$ cat config.mk
export PLATFORM = sky130hd
export DESIGN_NAME = div_32
export DESIGN_NICKNAME = d
export VERILOG_FILES = /design/src/rtl/div_32_pkg.sv /design/src/rtl/div_ctrl.sv /design/src/rtl/subtract_32.sv /design/src/rtl/div_32.sv
export SDC_FILE = /design/constraint.sdc
export NUM_CORES = 1
export LEC_CHECK = 0
export ABC_AREA = 1
export BUFFER_PORTS_ARGS = -buffer_cell sky130_fd_sc_hd__buf_2
export CAP_MARGIN = 20
export CORE_MARGIN = 1
export CORE_UTILIZATION = 45
export CTS_CLUSTER_DIAMETER = 60
export DETAILED_ROUTE_END_ITERATION = 12
export PLACE_DENSITY = 0.66
export REMOVE_ABC_BUFFERS = 1
export SLEW_MARGIN = 20
export SYNTH_ARGS = -nofsm -noshare
export SYNTH_HDL_FRONTEND = slang
export SYNTH_HIERARCHICAL = 1
export SYNTH_SLANG_ARGS = --single-unit
$ cat constraint.sdc
create_clock -name clock -period 3.6 [get_ports clock]
set_input_delay 0.36 -clock clock [delete_from_list [all_inputs] [get_ports clock]]
set_output_delay 0.36 -clock clock [all_outputs]
set_load 0.01 [all_outputs]
$ cat src/rtl/div_32_pkg.sv
// Shared definitions for the multicycle signed divider: widths, FSM states
// and the INT_MIN constant used for overflow detection.
package div_32_pkg;

  localparam int unsigned WIDTH = 32;  // operand/result width (subtract_32 is fixed at 32)
  localparam int unsigned CNT_W = 6;   // iteration counter width, holds 0..WIDTH
  localparam int unsigned ITER  = 32;  // restoring-division steps per operation

  localparam logic [WIDTH-1:0] INT_MIN = 32'h8000_0000;

  typedef enum logic [1:0] {
    IDLE = 2'd0,
    RUN  = 2'd1,
    DONE = 2'd2
  } state_t;

endpackage

$ cat src/rtl/div_ctrl.sv
// Divider sequencer: FSM, iteration counter and the one-cycle ready pulse.
// Ports:
//   clock, reset : rising-edge clock, synchronous active-high reset
//   start        : start/restart pulse (ctrl_DIV)
//   state        : current FSM state, decoded by the datapath
//   rdy          : registered one-cycle result-valid pulse
module div_ctrl
  import div_32_pkg::*;
(
  input  logic   clock,
  input  logic   reset,
  input  logic   start,
  output state_t state,
  output logic   rdy
);

  logic [CNT_W-1:0] count;

  // A start in any state restarts from RUN and cancels a pending ready pulse.
  always_ff @(posedge clock) begin
    if (reset) begin
      state <= IDLE;
      count <= '0;
      rdy   <= 1'b0;
    end else if (start) begin
      state <= RUN;
      count <= '0;
      rdy   <= 1'b0;
    end else begin
      rdy <= 1'b0;
      unique case (state)
        RUN: begin
          count <= count + CNT_W'(1);
          if (count == CNT_W'(ITER - 1)) state <= DONE;
        end
        DONE: begin
          rdy   <= 1'b1;
          state <= IDLE;
        end
        default: state <= IDLE;
      endcase
    end
  end

endmodule

$ cat src/rtl/subtract_32.sv
// 32-bit subtractor: out = data_a - data_b.
// Ports:
//   data_a, data_b : minuend / subtrahend
//   out            : difference (mod 2^32)
//   c32            : carry out of a + ~b + 1; 1 means no borrow (a >= b unsigned)
//   overflowCheck  : two's-complement signed overflow of the subtraction
module subtract_32 (
  input  logic [31:0] data_a,
  input  logic [31:0] data_b,
  output logic [31:0] out,
  output logic        c32,
  output logic        overflowCheck
);

  logic [32:0] sum;

  always_comb begin
    sum           = {1'b0, data_a} + {1'b0, ~data_b} + 33'd1;
    out           = sum[31:0];
    c32           = sum[32];
    overflowCheck = (data_a[31] != data_b[31]) && (sum[31] != data_a[31]);
  end

endmodule

$ cat src/rtl/div_32.sv
// Multicycle signed 32-bit restoring divider, one quotient bit per clock.
// Quotient truncates toward zero; divide-by-zero and INT_MIN/-1 raise
// data_exception. Result is valid with a one-cycle data_resultRDY pulse
// 33 cycles after the start edge.
// Ports:
//   clock, reset                 : rising-edge clock, synchronous active-high reset
//   data_operandA, data_operandB : dividend / divisor, sampled on ctrl_DIV
//   ctrl_DIV                     : start pulse
//   data_result                  : signed quotient, held until the next start
//   data_exception               : divide-by-zero / overflow flag
//   data_resultRDY               : one-cycle result-valid pulse
module div_32
  import div_32_pkg::*;
(
  input  logic             clock,
  input  logic             reset,
  input  logic [WIDTH-1:0] data_operandA,
  input  logic [WIDTH-1:0] data_operandB,
  input  logic             ctrl_DIV,
  output logic [WIDTH-1:0] data_result,
  output logic             data_exception,
  output logic             data_resultRDY
);

  state_t state;

  logic [WIDTH-1:0] neg_a, neg_b, neg_q, diff;
  logic [WIDTH-1:0] abs_a_c, abs_b_c, r_shift_c;
  logic [WIDTH-1:0] abs_b, r, q;
  logic             sign, div_zero, ovf, no_borrow;
  logic             unused_c_a, unused_v_a, unused_c_b, unused_v_b;
  logic             unused_c_q, unused_v_q, unused_v_s;

  div_ctrl u_ctrl (
    .clock (clock),
    .reset (reset),
    .start (ctrl_DIV),
    .state (state),
    .rdy   (data_resultRDY)
  );

  // Operand magnitudes: 0 - x. |INT_MIN| comes out as unsigned 2^31.
  subtract_32 u_neg_a (
    .data_a        ('0),
    .data_b        (data_operandA),
    .out           (neg_a),
    .c32           (unused_c_a),
    .overflowCheck (unused_v_a)
  );

  subtract_32 u_neg_b (
    .data_a        ('0),
    .data_b        (data_operandB),
    .out           (neg_b),
    .c32           (unused_c_b),
    .overflowCheck (unused_v_b)
  );

  // Step compare/subtract: c32=1 means the shifted remainder covers |B|.
  subtract_32 u_step (
    .data_a        (r_shift_c),
    .data_b        (abs_b),
    .out           (diff),
    .c32           (no_borrow),
    .overflowCheck (unused_v_s)
  );

  // Quotient sign correction.
  subtract_32 u_neg_q (
    .data_a        ('0),
    .data_b        (q),
    .out           (neg_q),
    .c32           (unused_c_q),
    .overflowCheck (unused_v_q)
  );

  always_comb begin
    abs_a_c   = data_operandA[WIDTH-1] ? neg_a : data_operandA;
    abs_b_c   = data_operandB[WIDTH-1] ? neg_b : data_operandB;
    // R < |B| <= 2^31, so the shifted remainder always fits in WIDTH bits.
    r_shift_c = {r[WIDTH-2:0], q[WIDTH-1]};
  end

  // Datapath: Q starts as |A| and shifts out dividend bits while shifting in quotient bits.
  always_ff @(posedge clock) begin
    if (reset) begin
      abs_b          <= '0;
      r              <= '0;
      q              <= '0;
      sign           <= 1'b0;
      div_zero       <= 1'b0;
      ovf            <= 1'b0;
      data_result    <= '0;
      data_exception <= 1'b0;
    end else if (ctrl_DIV) begin
      abs_b          <= abs_b_c;
      q              <= abs_a_c;
      r              <= '0;
      sign           <= data_operandA[WIDTH-1] ^ data_operandB[WIDTH-1];
      div_zero       <= (data_operandB == '0);
      ovf            <= (data_operandA == INT_MIN) && (data_operandB == '1);
      data_exception <= 1'b0;
    end else begin
      unique case (state)
        RUN: begin
          r <= no_borrow ? diff : r_shift_c;
          q <= {q[WIDTH-2:0], no_borrow};
        end
        DONE: begin
          if (div_zero) begin
            data_result    <= '0;
            data_exception <= 1'b1;
          end else if (ovf) begin
            data_result    <= INT_MIN;
            data_exception <= 1'b1;
          end else begin
            data_result    <= sign ? neg_q : q;
            data_exception <= 1'b0;
          end
        end
        default: ;
      endcase
    end
  end

endmodule

==> results.py, run 1 <==
metrics = {
    "outcome": {
        "status": "finished, final reports clean",
    },
    "global_routing": {
        "grt_remaining_overflow": 0,
        "grt_usage": 0.277,
        "grt_pass1_wl_um": 81100,
        "antenna_found_initial": 0,
        "grt_pass1_vias": 16400,
        "grt_max_degree": 54,
    },
    "timing": {
        "setup_violations": 0,
        "drv_slew": 0,
        "finalClockSkew_ns": 0.0130,
        "fmax_ghz": 0.333,
        "period_needed_ns": 3.00,
        "timing.final.crit_share": 0.834,
        "fin_ws_ns": 0.599,
        "finalSetupTns_ns": 0,
        "rsz0062_at_grt": "no",
        "timing.final.hold_violations": 0,
        "max_slew_margin": 0.264,
        "worst_slew_pin_slew_ns": 1.10,
    },
    "route": {
        "drc": 0,
        "routedWlPerCell_um": 14.4,
        "vias": 17700,
        "drt_iter0_drc": 1396,
        "wl_um": 49400,
        "avgViaCountPerCell": 5.14,
        "ant_nets": 0,
        "firstDrtPassIters": 6,
    },
    "synth": {
        "syn_area_um2": 15900,
        "synth_cells": 2803,
        "avgSynthCellArea_um2": 5.69,
        "yosys_warnings": 6,
    },
    "setup_path": {
        "r2r_cells": 17,
        "cp_max_fo": 31,
        "critPathLaunchType": "flip-flop",
        "endpoint_kind": "flip-flop",
        "r2r_slack_ns": 0.60,
        "cp.required_ns": 3.92,
        "critical_path_arrival_ns": 3.32,
        "reg2reg_from": "q[31]$_SDFFE_PP0P_",
        "timing_worst_setup_path_type": "flip-flop to flip-flop",
        "reg2reg_to": "r[19]$_SDFFE_PP0P_",
        "startpoint": "q[31]$_SDFFE_PP0P_",
    },
    "final_layout": {
        "area_delta_synth_final_pct": 11.7,
        "drive_gt1_frac": 0.101,
        "diodes": 0,
        "nets": 3163,
        "final_cells": 3431,
        "fill_cells": 3747,
    },
    "floorplanning": {
        "rows": 68,
        "ios": 101,
        "die_area_um2": 36200,
        "start_util": 0.459,
        "die_h_um": 190,
        "core_area_um2": 34700,
        "die_x_um": 190,
    },
    "clocking": {
        "insertion_delay_ns": 0.44,
        "cts.sinks": 140,
        "clkTransAtPathRegs_ns": 0.08,
        "cts-root-buf": "clkbuf_16",
        "numCtsBuffers": 17,
        "postCtsSetupBuffers": 0,
        "cts_tree": "yes",
        "cts_hold_buf": 0,
        "ctsResizeCount": 0,
        "htree_levels": 4,
        "cts_buffer_depth": 2,
    },
    "placement": {
        "dp_hpwl_um": 39900,
        "dp_cells": 3399,
        "portBuffers": 100,
        "post-place-ws_ns": 0.626,
        "gp_congestion": 0.967,
    },
    "hold_path": {
        "worstHoldPathCells": 2,
        "hold_path_end": "data_result[16]$_SDFFE_PP0P_",
        "hold_start": "reset",
        "hp-class": "primary input to flip-flop",
    },
    "pwr": {
        "p_int_mw": 3.64,
        "pwr-share-seq": 0.271,
        "p_per_area_nw_per_um2": 358,
        "combPwrFrac": 0.427,
        "netSwitchingPower_mw": 2.73,
        "netSwitchingFraction": 0.428,
        "leakage_nw": 9.37,
        "power_frac_clock": 0.302,
        "peakVddDrop_mv": 0.384,
    },
    "flow_run": {
        "max_cap_viol_count": 0,
    },
}
==> state kept, by name, indices dropped and copies added, names as in the netlist <==
| signal | cells |
|---|---|
| u_ctrl/state | 2 |
| r | 31 |
| sign | 1 |
| data_result | 32 |
| ovf | 1 |
| abs_b | 32 |
| u_ctrl/rdy | 1 |
| div_zero | 1 |
| u_ctrl/count | 6 |
| data_exception | 1 |
| q | 32 |
==> cell usage in the layout (no fill, tap or decap), types with 3 or more instances in the layout <==
master and instances:
a21o_1 7, a21oi_1 277, a21oi_2 9, buf_2 100, buf_4 13, bufinv_16 3, clkbuf_16 17, conb_1 99
dfxtp_1 140, fa_1 4, ha_1 129, inv_1 421, inv_2 16, inv_6 7, inv_8 3, nand2_1 830
nand2_2 77, nand3_1 109, nand3_2 3, nand3b_1 6, nand4_1 23, nor2_1 283, nor2_2 25, nor2_4 6
nor3_1 26, nor3_2 5, nor4_2 6, o21a_1 8, o21ai_0 179, o21ai_1 29, o21bai_1 23, xnor2_1 5
xor2_1 68
==> final cells by class <==
type	instances	area, um^2	area share
well taps	455	569	0.0320
inverters	438	1650	0.0925
flip-flops and latches	140	2800	0.157
repair buffers	113	598	0.0336
multi-input cells	2253	11600	0.649
clock inverters	15	198	0.0111
clock buffers	17	425	0.0239
==> worst max-delay path: stages, from the launching register on <==
cell	delay [ns]
dfxtp_1	0.39
inv_1	0.06
ha_1	0.23
fa_1	0.42
inv_1	0.11
nand3_1	0.08
nand2_2	0.11
nand2_1	0.07
nand2_2	0.09
nand2_1	0.07
nand2_2	0.09
nand2_1	0.07
nand2_1	0.08
nand2_1	0.05
nand2_1	0.07
inv_1	0.46
a21oi_1	0.34
a21oi_1	0.08
==> power by group through the flow <==
stage | registers (mW) | logic, mW | clock network [mW]
6_report | 1.73 | 2.73 | 1.93
5_1_grt | 1.74 | 3.06 | 2.02
4_1_cts | 1.72 | 2.59 | 1.95
3_5_place_dp | 1.76 | 2.58 | 0
3_3_place_gp | 1.75 | 2.56 | 0
2_1_floorplan | 1.72 | 1.98 | 0
==> layer usage <==
layer | vias to the layer above | global-route usage | part of all wire
met2 | 505 | 0.423 | 0.42
met5 | - | 0 | 0
li1 | 9107 | - | -
met4 | 0 | 0.0735 | 0.019
met1 | 7979 | 0.406 | 0.50
met3 | 59 | 0.0329 | 0.063
==> stage by stage <==
step	area [um^2]	hold slack (ns)	util	total power, mW
6_report	17800	0.212	0.513	6.38
3_5_place_dp	17200	0.449	0.495	4.33
2_1_floorplan	16000	0.428	-	3.70
4_1_cts	17800	0.205	0.513	6.27
3_3_place_gp	17200	0.441	0.495	4.31
5_1_grt	17800	0.219	0.513	6.82
==> worst max-delay path by stage <==
stage	to	slack (ns)	cells past startpoint
after global routing	r[4]$_SDFFE_PP0P_	0.30	17
after floorplan	r[0]$_SDFFE_PP0P_	0.44	17
final	r[19]$_SDFFE_PP0P_	0.60	17
after global placement	r[0]$_SDFFE_PP0P_	0.72	17
after detailed placement	r[19]$_SDFFE_PP0P_	0.63	17
after CTS	r[19]$_SDFFE_PP0P_	0.61	17
(Power assumes the default switching activity.)
==> run 2, diff against run 1 <==
Settings changed: PLACE_DENSITY 0.66 to 0.68.
Clock period 3.6 ns to 2.7 ns, I/O delays scaled along.
==> run 2 against run 1 <==
Compared with the run above:
- fmax grew 20%
- combinational power grew 37%
- sequential power up 32%
- clock skew down 0.0024 ns
- core utilization rose by 0.47 points
- non-clock buffer count up 20
- global-route usage rose by 0.38 points
- final cell count up 0.55%
- largest power group unchanged
==> results.py, run 2 (synthesis results as in run 1) <==
metrics = {
    "setup_path": {
        "timing_worst_setup_path_type": "flip-flop to flip-flop",
        "worstPathCellList": "inv_1 > ha_1 > fa_2 > inv_1 > nand3_1 > nand2_2 > nand2_1 > nand2_2 > nand2_1 > nand2_2 > nand2_1 > nand2_1 > nand2_1 > nand2_2 > inv_1 > buf_12 > a21oi_1 > a21oi_1",
        "cp.required_ns": 3.01,
        "crit_path_max_incr_delay_ns": 0.36,
        "r2r_cells": 18,
        "slowest_stage": "fa_2",
        "reg2reg_from": "q[31]$_SDFFE_PP0P_",
        "reg2reg_to": "r[13]$_SDFFE_PP0P_",
        "cp_common_cell": "nand2_1",
        "critPathLaunchType": "flip-flop",
        "endpoint_kind": "flip-flop",
        "r2r_slack_ns": 0.21,
        "cp_max_fo": 31,
        "critical_path_arrival_ns": 2.81,
    },
    "global_routing": {
        "grt_remaining_overflow": 0,
        "grt_max_degree": 65,
        "grt_usage": 0.281,
        "grt_pass1_vias": 16600,
        "antenna_found_initial": 0,
        "grt_pass1_wl_um": 81900,
    },
    "route": {
        "avgViaCountPerCell": 5.15,
        "routedWlPerCell_um": 14.5,
        "drt_iter0_drc": 1482,
        "drc": 0,
        "ant_nets": 0,
        "vias": 17800,
        "firstDrtPassIters": 6,
        "wl_um": 50200,
    },
    "placement": {
        "gp_congestion": 0.987,
        "dp_hpwl_um": 40900,
        "portBuffers": 100,
        "dp_cells": 3418,
    },
    "floorplanning": {
        "core_area_um2": 34700,
        "start_util": 0.459,
        "die_h_um": 190,
        "die_area_um2": 36200,
        "die_x_um": 190,
        "rows": 68,
        "ios": 101,
    },
    "outcome": {
        "status": "finished, final reports clean",
    },
    "final_layout": {
        "final_cells": 3450,
        "seq_area_um2": 2800,
        "area_delta_synth_final_pct": 12.7,
        "drive_gt1_frac": 0.109,
        "diodes": 0,
        "nets": 3183,
        "fill_cells": 3728,
        "layout_commonest_cell": "nand2_1",
        "final_cell_mix": "nand2_1 (829), inv_1 (421), nor2_1 (283)",
        "reg_top3": "abs_b (32), data_result (32), q (32)",
        "multi_input_area_um2": 11600,
    },
    "timing": {
        "period_needed_ns": 2.49,
        "drv_slew": 0,
        "finalClockSkew_ns": 0.0106,
        "setup_violations": 0,
        "max_slew_margin": 0.393,
        "worst_slew_pin_slew_ns": 0.910,
        "timing.final.hold_violations": 0,
        "fmax_ghz": 0.401,
        "timing.final.crit_share": 0.923,
    },
    "clocking": {
        "insertion_delay_ns": 0.43,
        "cts_buffer_depth": 2,
        "cts-root-buf": "clkbuf_16",
        "clkTransAtPathRegs_ns": 0.07,
        "cts_hold_buf": 0,
        "cts.sinks": 140,
        "numCtsBuffers": 17,
        "cts_tree": "yes",
        "htree_levels": 4,
    },
    "flow_run": {
        "max_cap_viol_count": 0,
    },
    "pwr": {
        "peakVddDrop_mv": 0.422,
        "p_per_area_nw_per_um2": 467,
        "leakage_nw": 9.46,
        "power_mw": 8.39,
    },
    "hold_path": {
        "hold_start": "data_operandB[20]",
        "worstHoldPathCells": 3,
        "hold_path_end": "abs_b[20]$_SDFFE_PP0P_",
        "hp-class": "primary input to flip-flop",
    },
}
==> run 2: cell types whose count changed in the layout (fill, tap and decap cells not counted), moves of 2 or more <==
| cell | change |
|---|---|
| clkbuf_8 | +4 |
| inv_6 | -2 |
| buf_4 | +17 |
| buf_12 | +2 |
| a21oi_1 | -5 |
| bufinv_16 | -2 |
| inv_8 | -3 |
| clkinv_4 | +2 |
| a21oi_2 | +5 |
==> run 2: how the worst max path moves through the flow <==
stage                            start                  to  slack (ns)  cells past startpoint
floorplan           q[31]$_SDFFE_PP0P_   r[0]$_SDFFE_PP0P_       -0.46                     17
global placement    q[31]$_SDFFE_PP0P_   r[1]$_SDFFE_PP0P_        0.20                     18
detailed placement  q[31]$_SDFFE_PP0P_  r[29]$_SDFFE_PP0P_        0.13                     18
CTS                 q[31]$_SDFFE_PP0P_  r[13]$_SDFFE_PP0P_        0.09                     18
global route        q[31]$_SDFFE_PP0P_  r[21]$_SDFFE_PP0P_       -0.02                     18
finish              q[31]$_SDFFE_PP0P_  r[13]$_SDFFE_PP0P_        0.21                     18
==> run 2: per-layer routing <==
layer	vias up	routed length (um)	GRT usage
met5	-	0	0
met4	0	1200	0.0849
met3	78	3250	0.0254
met2	572	21000	0.431
met1	7998	24700	0.411
li1	9132	-	-
==> run 2: through the flow <==
step	TNS (ns)	area, um^2	utilization	setup slack, ns	hold WS (ns)
after global routing	-0.113	18000	0.518	-0.0215	0.120
after CTS	0	17900	0.516	0.0872	0.120
final	0	18000	0.518	0.207	0.137
after detailed placement	0	17300	0.499	0.128	0.446
after global placement	0	17300	0.499	0.204	0.440
after floorplan	-14.38	16000	-	-0.464	0.339
==> run 2: critical path: cells and delay by family, from the launching register on <==
| kind | cells | cell delay, ns |
|---|---|---|
| buffers and inverters | 4 | 0.37 |
| adder cells (fa/ha/maj) | 2 | 0.57 |
| AO/OA/AOI/OAI | 2 | 0.26 |
| AND/OR/NAND/NOR | 10 | 0.82 |
| flip-flops | 1 | 0.33 |
==> run 2: layout make-up <==
class                      count  share of cell area
tap                          455              0.0317
clock buffer                  21              0.0267
timing repair buffer         133              0.0433
sequential                   140               0.156
clock inverter                10             0.00578
multi-input combinational   2253               0.645
inverter                     438              0.0917
==> run 2: where the power goes <==
| part | total, mW | internal [mW] | switching, mW |
|---|---|---|---|
| registers | 2.28 | 2.18 | 0.103 |
| logic | 3.74 | 1.24 | 2.50 |
| clock network | 2.36 | 1.38 | 0.985 |
==> run 2: timing repair <==
action | in CTS | in global routing
setup buffers | 0 | 1
setup endpoints to repair | 0 | 32
gates resized for setup | 0 | 11
